==> config.mk <==
export PLATFORM = sky130hd
export DESIGN_NAME = fifo_traffic_gen
export DESIGN_NICKNAME = d
export VERILOG_FILES = /design/src/rtl/gen_pkg.sv /design/src/rtl/lfsr8.sv /design/src/rtl/fifo_traffic_gen.sv
export SDC_FILE = /design/constraint.sdc
export NUM_CORES = 1
export LEC_CHECK = 0
export CORE_MARGIN = 2
export CORE_UTILIZATION = 30
export DETAILED_ROUTE_END_ITERATION = 6
export GPL_TIMING_DRIVEN = 0
export PLACE_DENSITY = 0.51
export SLEW_MARGIN = 25
export SYNTH_ARGS = -nofsm -noshare
export SYNTH_HDL_FRONTEND = slang
export SYNTH_SLANG_ARGS = --single-unit
export TNS_END_PERCENT = 50
==> constraint.sdc <==
create_clock -name clk -period 3.6 [get_ports clk]
set_input_delay 0.72 -clock clk [delete_from_list [all_inputs] [get_ports clk]]
set_output_delay 0.72 -clock clk [all_outputs]
set_load 0.005 [all_outputs]
==> src/rtl/gen_pkg.sv <==
// Shared types and constants for the FIFO traffic generator.
package gen_pkg;

    // Run sequencing states.
    typedef enum logic [1:0] {
        IDLE  = 2'd0,
        RUN   = 2'd1,
        DRAIN = 2'd2,
        DONE  = 2'd3
    } state_t;

    // Fibonacci taps 8,6,5,4 expressed as a mask over q[7:0].
    localparam logic [7:0] LFSR_TAPS = 8'hB8;
    localparam logic [7:0] SEED_DEF  = 8'hA5;
    localparam logic [7:0] DXOR_DEF  = 8'h3C;

    // Feedback bit: XOR of the tapped register bits.
    function automatic logic lfsr_fb(input logic [7:0] q);
        return ^(q & LFSR_TAPS);
    endfunction

endpackage

==> src/rtl/lfsr8.sv <==
// 8-bit Fibonacci LFSR used to throttle pops while a run is active.
module lfsr8
    import gen_pkg::*;
(
    input  logic       clk,
    input  logic       rst,
    input  logic       adv,
    input  logic [7:0] seed,
    output logic [7:0] q
);

    // Load the seed on reset, shift in the feedback bit when advancing.
    always_ff @(posedge clk) begin
        if (!rst) begin
            q <= seed;
        end else if (adv) begin
            q <= {q[6:0], lfsr_fb(q)};
        end else begin
            q <= q;
        end
    end

endmodule

==> src/rtl/fifo_traffic_gen.sv <==
// Transmit-side stimulus source: pushes a numbered, scrambled packet stream
// into one FIFO, flags one magic packet with start, and drains the FIFO with
// a pseudo-random pop pattern.
module fifo_traffic_gen
    import gen_pkg::*;
#(
    parameter int         WIDTH = 8,
    parameter int         CNTW  = 16,
    parameter logic [7:0] SEED  = SEED_DEF,
    parameter logic [7:0] DXOR  = DXOR_DEF
) (
    input  logic             clk,
    input  logic             rst,
    input  logic             go,
    input  logic             abort,
    input  logic [CNTW-1:0]  num_pkts,
    input  logic [CNTW-1:0]  magic_idx,
    input  logic [3:0]       burst_len,
    input  logic             full,
    input  logic             empty,
    output logic             push,
    output logic             pop,
    output logic             start,
    output logic [WIDTH-1:0] data_out,
    output logic [WIDTH-1:0] magic_data,
    output logic [CNTW-1:0]  sent_cnt,
    output logic [CNTW-1:0]  popped_cnt,
    output logic             done,
    output logic             magic_miss
);

    localparam logic [WIDTH-1:0] DXOR_W = WIDTH'(DXOR);

    state_t            state_r;
    state_t            state_nx_s;
    logic [CNTW-1:0]   num_r;
    logic [CNTW-1:0]   magic_idx_r;
    logic [3:0]        burst_cnt_r;
    logic              gap_r;
    logic              seen_r;
    logic [WIDTH-1:0]  data_r;
    logic [7:0]        lfsr_q_s;
    logic              lfsr_adv_s;
    logic              go_acc_s;
    logic              burst_hit_s;
    logic [CNTW-1:0]   sent_inc_s;

    assign lfsr_adv_s  = (state_r == RUN) || (state_r == DRAIN);
    assign go_acc_s    = (state_r == IDLE) && go && !abort;
    assign burst_hit_s = (burst_len != 4'd0) && ((burst_cnt_r + 4'd1) == burst_len);
    assign sent_inc_s  = sent_cnt + CNTW'(1);

    // Push is held off (never dropped) while full; abort kills it immediately.
    assign push  = !abort && (state_r == RUN) && !full && (sent_cnt < num_r) && !gap_r;
    assign start = push && (sent_cnt == magic_idx_r);
    assign pop   = !abort && !empty &&
                   ((state_r == DRAIN) || ((state_r == RUN) && lfsr_q_s[0]));
    assign data_out = data_r;
    assign done     = (state_r == DONE);

    lfsr8 u_lfsr (
        .clk  (clk),
        .rst  (rst),
        .adv  (lfsr_adv_s),
        .seed (SEED),
        .q    (lfsr_q_s)
    );

    // Next-state logic; abort returns to IDLE from any state.
    always_comb begin
        state_nx_s = state_r;
        if (abort) begin
            state_nx_s = IDLE;
        end else begin
            case (state_r)
                IDLE: begin
                    if (go) begin
                        state_nx_s = (num_pkts != '0) ? RUN : DRAIN;
                    end else begin
                        state_nx_s = IDLE;
                    end
                end
                RUN: begin
                    if (sent_cnt == num_r) begin
                        state_nx_s = DRAIN;
                    end else begin
                        state_nx_s = RUN;
                    end
                end
                DRAIN: begin
                    if (empty && !pop) begin
                        state_nx_s = DONE;
                    end else begin
                        state_nx_s = DRAIN;
                    end
                end
                DONE:    state_nx_s = IDLE;
                default: state_nx_s = IDLE;
            endcase
        end
    end

    // State register.
    always_ff @(posedge clk) begin
        if (!rst) begin
            state_r <= IDLE;
        end else begin
            state_r <= state_nx_s;
        end
    end

    // Run parameters, counters, burst gap tracking and magic capture.
    always_ff @(posedge clk) begin
        if (!rst) begin
            num_r       <= '0;
            magic_idx_r <= '0;
            sent_cnt    <= '0;
            popped_cnt  <= '0;
            magic_miss  <= 1'b0;
            magic_data  <= '0;
            seen_r      <= 1'b0;
            data_r      <= '0;
            burst_cnt_r <= 4'd0;
            gap_r       <= 1'b0;
        end else if (go_acc_s) begin
            num_r       <= num_pkts;
            magic_idx_r <= magic_idx;
            sent_cnt    <= '0;
            popped_cnt  <= '0;
            magic_miss  <= 1'b0;
            magic_data  <= '0;
            seen_r      <= 1'b0;
            data_r      <= DXOR_W;
            burst_cnt_r <= 4'd0;
            gap_r       <= 1'b0;
        end else begin
            if (push) begin
                sent_cnt    <= sent_inc_s;
                data_r      <= sent_inc_s[WIDTH-1:0] ^ DXOR_W;
                burst_cnt_r <= burst_hit_s ? 4'd0 : (burst_cnt_r + 4'd1);
            end
            if (pop) begin
                popped_cnt <= popped_cnt + CNTW'(1);
            end
            if (start) begin
                seen_r     <= 1'b1;
                magic_data <= data_r;
            end
            if ((state_r == DRAIN) && (state_nx_s == DONE) && !seen_r) begin
                magic_miss <= 1'b1;
            end
            // One idle cycle follows each completed burst.
            gap_r <= push && burst_hit_s;
        end
    end

endmodule

==> flow_metrics.env, run 1 <==
export IMPL_start_util_pct=30.8
export IMPL_io_buffer_count=93
export IMPL_fmaxAchievable_mhz=291
export IMPL_dp_hpwl_um=10200
export IMPL_worst_path_buf_inv=5
export IMPL_period_needed_ns=3.44
export IMPL_ys_warn_count=0
export IMPL_syn_area_mm2=0.00468
export IMPL_tightest_slew_ns=0.898
export IMPL_startpoint_type="input pin"
export IMPL_synthFlopType="dfxtp_1"
export IMPL_cts_made_buffers=9
export IMPL_seqCellArea_mm2=0.00187
export IMPL_dieArea_mm2=0.0166
export IMPL_dr_first_iter_drc_count=170
export IMPL_cts_tree="done"
export IMPL_irDropWorstVdd_mv=0.231
export IMPL_slew_violations=0
export IMPL_finalWorstSetupSlack_ns=0.158
export IMPL_rsz0062_at_grt="false"
export IMPL_synth_edf_count=0
export IMPL_slowest_stage="clkdlybuf4s50_1"
export IMPL_antenna_found_initial=0
export IMPL_wl_met1_um=6490
export IMPL_ys_ff_latch=93
export IMPL_worstPathArrival_ns=2.72
export IMPL_cts_root_buf="clkbuf_16"
export IMPL_critical_path_top_delay_family="buffers and inverters"
export IMPL_path_cells="clkdlybuf4s50_1 > nor3_1 > nand3b_1 > a211oi_2 > nand3_2 > buf_6 > inv_2 > clkbuf_4 > clkdlybuf4s50_1"
export IMPL_post_synth_xor_area_fraction_pct=7.87
export IMPL_setup_viol=0
export IMPL_end_kind="primary output"
export IMPL_vias=4138
export IMPL_met2RoutedLength_um=6130
export IMPL_critPathRequiredTime_ns=2.88
export IMPL_clock_latency_ns=0.36
export IMPL_die_h_um=129
export IMPL_rows=45
export IMPL_hold_viol=0
export IMPL_fin_tns_setup_ns=0
export IMPL_grt_overflow=0
export IMPL_status="complete, no violations"
export IMPL_synth_simple_area_share_pct=22.9
export IMPL_hold_path_class="reg2reg"
export IMPL_yosysSeqAreaShare_pct=39.8
export IMPL_grt_start_max_net_pins=15
export IMPL_h_tree_depth=3
export IMPL_antenna_cells=0
export IMPL_drive_above_1_share_pct=7.68
export IMPL_wl_met3_um=450
export IMPL_top_layer_used="met4"
export IMPL_area_delta_synth_final_pct=32.1
export IMPL_ant_nets=0
export IMPL_cpMostUsedCell="clkdlybuf4s50_1"
export IMPL_max_stage_delay_ns=0.52
export IMPL_total_power_mw=2.30
export IMPL_power_density_mw_per_mm2=373
export IMPL_clkSlewWorstSetupHoldPaths_ns=0.06
export IMPL_nets=725
export IMPL_synth_cell_type_count=49
export IMPL_vias_per_cell=4.86
export IMPL_finClkSkew_ns=0.0111
export IMPL_synth_cells=554
export IMPL_leakagePower_nw=2.29
export IMPL_path_max_fanout=10
export IMPL_first_pass_iters=4
export IMPL_cts_sinks=93
export IMPL_grt_pass1_vias=4102
export IMPL_syn_avg_cell_area_um2=8.44
export IMPL_grt_usage_pct=17.0
export IMPL_holdBufCountCts=0
export IMPL_post_route_drc_count=0
export IMPL_muxShareOfSynthArea_pct=2.57
export IMPL_syn_nets=620
export IMPL_place_area_mm2=0.00584
export IMPL_drv_cap=0
export IMPL_multi_input_area_mm2=0.00254
export IMPL_clock_path_buffers=2
export IMPL_wire_per_inst_um=15.6
export IMPL_async_reset_ff_share_pct=0
export IMPL_die_w_um=129
export IMPL_synthAdderAreaFrac_pct=6.42
export IMPL_synth_top_family_by_area="simple AND/OR/NAND/NOR gates"
export IMPL_routabilityCongestion=0.838
export IMPL_grt_pass1_wl_um=21600
export IMPL_final_area_mm2=0.00617
export IMPL_routed_wl_um=13300
export IMPL_final_period_utilization_pct=95.6
export IMPL_criticalPathCategory="in2out"
export IMPL_core_area_mm2=0.0152
export IMPL_synth_compound_area_share_pct=14.4
export IMPL_dp_slack_ns=0.0399
export IMPL_num_io_pins=95
export IMPL_fill_cells=1535
export IMPL_relSlewSlack_pct=39.9
==> layout by cell type, fill, tap and decap left out, drive strengths merged, types with 26 or more instances in the layout <==
master,n
a21boi,32
dfxtp,93
a21oi,32
nand2,101
nor2,27
clkbuf,33
nand3,26
xor2,29
inv,26
clkdlybuf4s50,93
==> flip-flops by register name, summed over array words and instances (netlist names) <==
register	cells
burst_cnt_r	4
data_out	4
gap_r	1
magic_data	8
magic_idx_r	16
magic_miss	1
num_r	16
popped_cnt	16
seen_r	1
sent_cnt	16
state_r	2
u_lfsr.q	8
==> synthesized netlist by cell type (2+ instances only) <==
| cell | instances | share of area [%] |
|---|---|---|
| xor2_1 | 29 | 5.4 |
| inv_1 | 25 | 2.0 |
| or4_1 | 10 | 1.6 |
| o21ai_0 | 16 | 1.7 |
| a21oi_1 | 32 | 3.4 |
| mux2i_1 | 12 | 2.6 |
| nand4_1 | 8 | 1.1 |
| clkbuf_1 | 19 | 1.5 |
| o311a_1 | 4 | 0.86 |
| buf_4 | 8 | 1.3 |
| buf_2 | 5 | 0.54 |
| nand2_1 | 101 | 8.1 |
| a211oi_2 | 2 | 0.54 |
| xnor2_1 | 13 | 2.4 |
| ha_1 | 24 | 6.4 |
| o21ai_1 | 2 | 0.21 |
| buf_6 | 2 | 0.48 |
| buf_1 | 2 | 0.16 |
| o22ai_1 | 3 | 0.40 |
| nand4_2 | 2 | 0.54 |
| o31ai_1 | 9 | 1.4 |
| nor4b_1 | 2 | 0.37 |
| nor3_1 | 4 | 0.43 |
| nand3_1 | 25 | 2.7 |
| a21boi_0 | 32 | 5.1 |
| nor2_1 | 27 | 2.2 |
| nor4_1 | 8 | 1.1 |
| nand3b_1 | 2 | 0.32 |
| nor2b_1 | 4 | 0.54 |
| or3_1 | 9 | 1.2 |
| or2_2 | 3 | 0.40 |
| dfxtp_1 | 93 | 40 |
==> layer usage <==
metal | vias to the layer above | global-route usage [%]
met2 | 72 | 27.3
met3 | 13 | 2.70
met4 | 0 | 6.71
met1 | 1938 | 22.9
li1 | 2115 | -
met5 | - | 0
==> metrics by stage <==
stage          hold WS (ns)  utilization (%)  std cells
5_1_grt               0.491             40.6        852
6_report              0.463             40.6        852
4_1_cts               0.469             40.5        851
3_5_place_dp          0.458             38.4        835
3_3_place_gp          0.446             38.4        835
2_1_floorplan         0.441                -        554
==> kinds of logic (layout without fill, tap and decap cells) <==
family / after synthesis / after routing
xor gates and xnor gates: 42 / 42
DFF: 93 / 93
adders and majority gates: 24 / 24
and+or+nand+nor: 217 / 217
muxes: 12 / 12
buffers and inverters: 62 / 172
AOI/OAI and AO/OA: 104 / 104
==> path summary, 6_finish.rpt <==
check                            start                   endpoint  slack [ns]  cells past startpoint
min reg2reg     num_r[15]$_SDFFE_PN0P_     num_r[15]$_SDFFE_PN0P_        0.46                      2
min             num_r[15]$_SDFFE_PN0P_     num_r[15]$_SDFFE_PN0P_        0.46                      2
max                               full                       push        0.16                      9
max reg2reg  sent_cnt[14]$_SDFFE_PP0P_  sent_cnt[14]$_SDFFE_PP0P_        1.32                      9
==> cell type report <==
type / count / area share, %
Timing Repair Buffer: 94 / 15.2
Clock inverter: 3 / 0.709
Buffer: 36 / 3.10
Tap cell: 188 / 3.81
Multi-Input combinational cell: 399 / 41.1
Sequential cell: 93 / 30.3
Inverter: 26 / 1.58
Clock buffer: 13 / 4.21
==> report_power, final <==
group	internal, mW	total (mW)	switching (mW)
logic	0.113	0.237	0.124
registers	1.06	1.08	0.0192
clock network	0.577	0.988	0.411
total	1.75	2.30	0.554
==> worst register-to-register path, delay by kind of cell, from the launching register on <==
kind	cells	cell delay [ns]
compound gates	4	0.75
fa+ha+maj	1	0.31
buf+inv	2	0.41
flops	1	0.51
simple gates	2	0.18
==> timing repair <==
action,4_1_cts,5_1_grt
cloned,0,0
buffers inserted,0,1
endpoints found under the setup margin,1,2
resized for setup,4,8
pin swaps,0,1
Note: power is estimated with default switching activity, not from simulation.
==> inputs of run 2 (changes only) <==
ABC_AREA = 1   (was unset)
CAP_MARGIN = 0   (was unset)
RECOVER_POWER = 50   (was unset)
==> flow_metrics.env, run 2 <==
export IMPL_status="complete, no violations"
export IMPL_ys_warn_count=0
export IMPL_netlist_area_leader_share_pct=38.0
export IMPL_worst_path_buf_inv=4
export IMPL_path_cells="clkdlybuf4s50_1 > inv_1 > nand2_2 > a21oi_2 > nand3_2 > nor2_4 > nand2_2 > buf_6 > nor2_8 > clkdlybuf4s50_1"
export IMPL_syn_nets=767
export IMPL_rsz0062_at_grt="false"
export IMPL_rows=46
export IMPL_start_util_pct=30.7
export IMPL_yosysMostFrequentCell="nand2_1"
export IMPL_grt_overflow=0
export IMPL_leakagePower_nw=2.76
export IMPL_drive_above_1_share_pct=5.78
export IMPL_fmaxAchievable_mhz=291
export IMPL_clock_latency_ns=0.35
export IMPL_die_h_um=132
export IMPL_slew_violations=0
export IMPL_dr_first_iter_drc_count=227
export IMPL_h_tree_depth=3
export IMPL_syn_area_mm2=0.00489
export IMPL_io_buffer_count=94
export IMPL_die_w_um=132
export IMPL_final_area_mm2=0.00648
export IMPL_place_area_mm2=0.00611
export IMPL_ant_nets=0
export IMPL_synth_cells=701
export IMPL_routed_wl_um=13100
export IMPL_grt_start_max_net_pins=16
export IMPL_cts_root_buf="clkbuf_16"
export IMPL_critPathRequiredTime_ns=2.88
export IMPL_grt_pass1_wl_um=21700
export IMPL_vias_per_cell=4.44
export IMPL_final_common_cell="nand2_1"
export IMPL_critical_path_top_delay_family="buffers and inverters"
export IMPL_final_period_utilization_pct=95.5
export IMPL_wire_per_inst_um=12.7
export IMPL_async_reset_ff_share_pct=0
export IMPL_synth_cell_type_count=29
export IMPL_syn_avg_cell_area_um2=6.98
export IMPL_grt_usage_pct=15.6
export IMPL_worstPathArrival_ns=2.72
export IMPL_startpoint_type="input pin"
export IMPL_criticalPathCategory="in2out"
export IMPL_post_route_drc_count=0
export IMPL_yosysSeqAreaShare_pct=38.0
export IMPL_grt_pass1_vias=4339
export IMPL_core_area_mm2=0.0159
export IMPL_clkSlewWorstSetupHoldPaths_ns=0.06
export IMPL_hold_viol=0
export IMPL_area_delta_synth_final_pct=32.4
export IMPL_period_needed_ns=3.44
export IMPL_finClkSkew_ns=0.00658
export IMPL_setup_viol=0
export IMPL_path_max_fanout=10
export IMPL_synth_top_area_cell="dfxtp_1"
export IMPL_slowest_stage="clkdlybuf4s50_1"
export IMPL_relSlewSlack_pct=57.3
export IMPL_synth_edf_count=0
export IMPL_vias=4573
export IMPL_power_density_mw_per_mm2=393
export IMPL_antenna_found_initial=0
export IMPL_met2RoutedLength_um=5850
export IMPL_multi_input_area_mm2=0.00261
export IMPL_num_io_pins=95
export IMPL_clock_path_buffers=2
export IMPL_wl_met3_um=396
export IMPL_tightest_slew_ns=0.640
export IMPL_ys_top_cells_by_count="nand2_1 (158), nor2_1 (118), dfxtp_1 (93)"
export IMPL_hold_path_class="reg2reg"
export IMPL_nets=874
export IMPL_first_pass_iters=4
export IMPL_seqCellArea_mm2=0.00186
export IMPL_cts_sinks=93
export IMPL_dp_hpwl_um=10300
export IMPL_synthFlopType="dfxtp_1"
export IMPL_max_stage_delay_ns=0.52
export IMPL_wl_met1_um=6670
export IMPL_ys_ff_latch=93
export IMPL_yosys_top_cells_area="dfxtp_1 (38%), nand2_1 (12%), nor2_1 (9.0%)"
export IMPL_antenna_cells=0
export IMPL_fin_tns_setup_ns=0
export IMPL_dieArea_mm2=0.0174
export IMPL_routabilityCongestion=0.836
export IMPL_drv_cap=0
export IMPL_cts_made_buffers=9
export IMPL_cts_tree="done"
export IMPL_end_kind="primary output"
export IMPL_fill_cells=1678
export IMPL_top_layer_used="met4"
export IMPL_final_cell_mix="nand2_1 (158), nor2_1 (118), dfxtp_1 (92), inv_1 (67), a21oi_1 (57)"
export IMPL_irDropWorstVdd_mv=0.229
## run 2: cell count changes in the layout (fill, tap and decap cells not counted), sizes merged, moves of 31 or more
| cell | previous run | this run |
|---|---|---|
| nor2 | 27 | 121 |
| dlygate4sd3 | 0 | 41 |
| clkdlybuf4s50 | 93 | 53 |
| nand2 | 101 | 162 |
| inv | 26 | 69 |
| a21boi | 32 | 0 |
| o21ai | 18 | 49 |
## run 2: kinds of logic after synthesis
family	count (synthesis)	share of synthesized area (%)
fa+ha+maj	24	6.14
compound gates	110	11.5
simple gates	338	29.0
flops	93	38.0
xor+xnor	38	6.80
buf+inv	98	8.56
## run 2: path summary, 6_finish.rpt
check,startpoint,end,slack [ns],cells past startpoint
worst max-delay path,abort,start,0.16,10
worst min-delay path,num_r[10]$_SDFFE_PN0P_,num_r[10]$_SDFFE_PN0P_,0.46,2
worst max register to register,sent_cnt[1]$_SDFFE_PP0P_,data_out[5]$_SDFFE_PN0P_,1.47,12
worst min register to register,num_r[10]$_SDFFE_PN0P_,num_r[10]$_SDFFE_PN0P_,0.46,2
## run 2: worst min-delay path: cells and delay by family (launching register included)
family / cells / cell delay [ns]
buffers and inverters: 1 / 0.06
AOI/OAI and AO/OA: 1 / 0.05
DFF: 1 / 0.30
## run 2: cell type report
| type | instances | area share (%) |
|---|---|---|
| Buffer | 29 | 2.45 |
| Clock buffer | 11 | 3.90 |
| Clock inverter | 5 | 1.64 |
| Inverter | 69 | 4.00 |
| Multi-Input combinational cell | 510 | 40.3 |
| Sequential cell | 93 | 28.8 |
| Tap cell | 216 | 4.17 |
| Timing Repair Buffer | 96 | 14.8 |
## run 2: through the flow
| stage | util, % | instances | total power, mW | hold WS [ns] | setup slack (ns) |
|---|---|---|---|---|---|
| 6_report | 40.6 | 1029 | 2.54 | 0.459 | 0.163 |
| 3_5_place_dp | 38.3 | 1011 | 1.44 | 0.451 | 0.0444 |
| 2_1_floorplan | - | 701 | 1.31 | 0.430 | 1.26 |
| 3_3_place_gp | 38.3 | 1011 | 1.43 | 0.448 | 0.0552 |
| 5_1_grt | 40.6 | 1029 | 2.66 | 0.482 | 0.00651 |
| 4_1_cts | 40.6 | 1027 | 2.58 | 0.461 | 0.0348 |
## run 2: per-layer routing
metal | vias up | global-route usage, %
li1 | 2446 | -
met1 | 2032 | 21.1
met2 | 85 | 24.9
met3 | 10 | 2.50
met4 | 0 | 5.86
met5 | - | 0
## run 2: what timing repair did
item                       CTS  global route
setup buffers                0             2
hold buffers                 0             0
setup endpoints to repair    0             2
resized for setup            0             2
## run 2: report_power, final
group	total (mW)	switching (mW)	internal, mW
logic	0.313	0.180	0.133
clock network	1.13	0.414	0.718
registers	1.10	0.0263	1.07
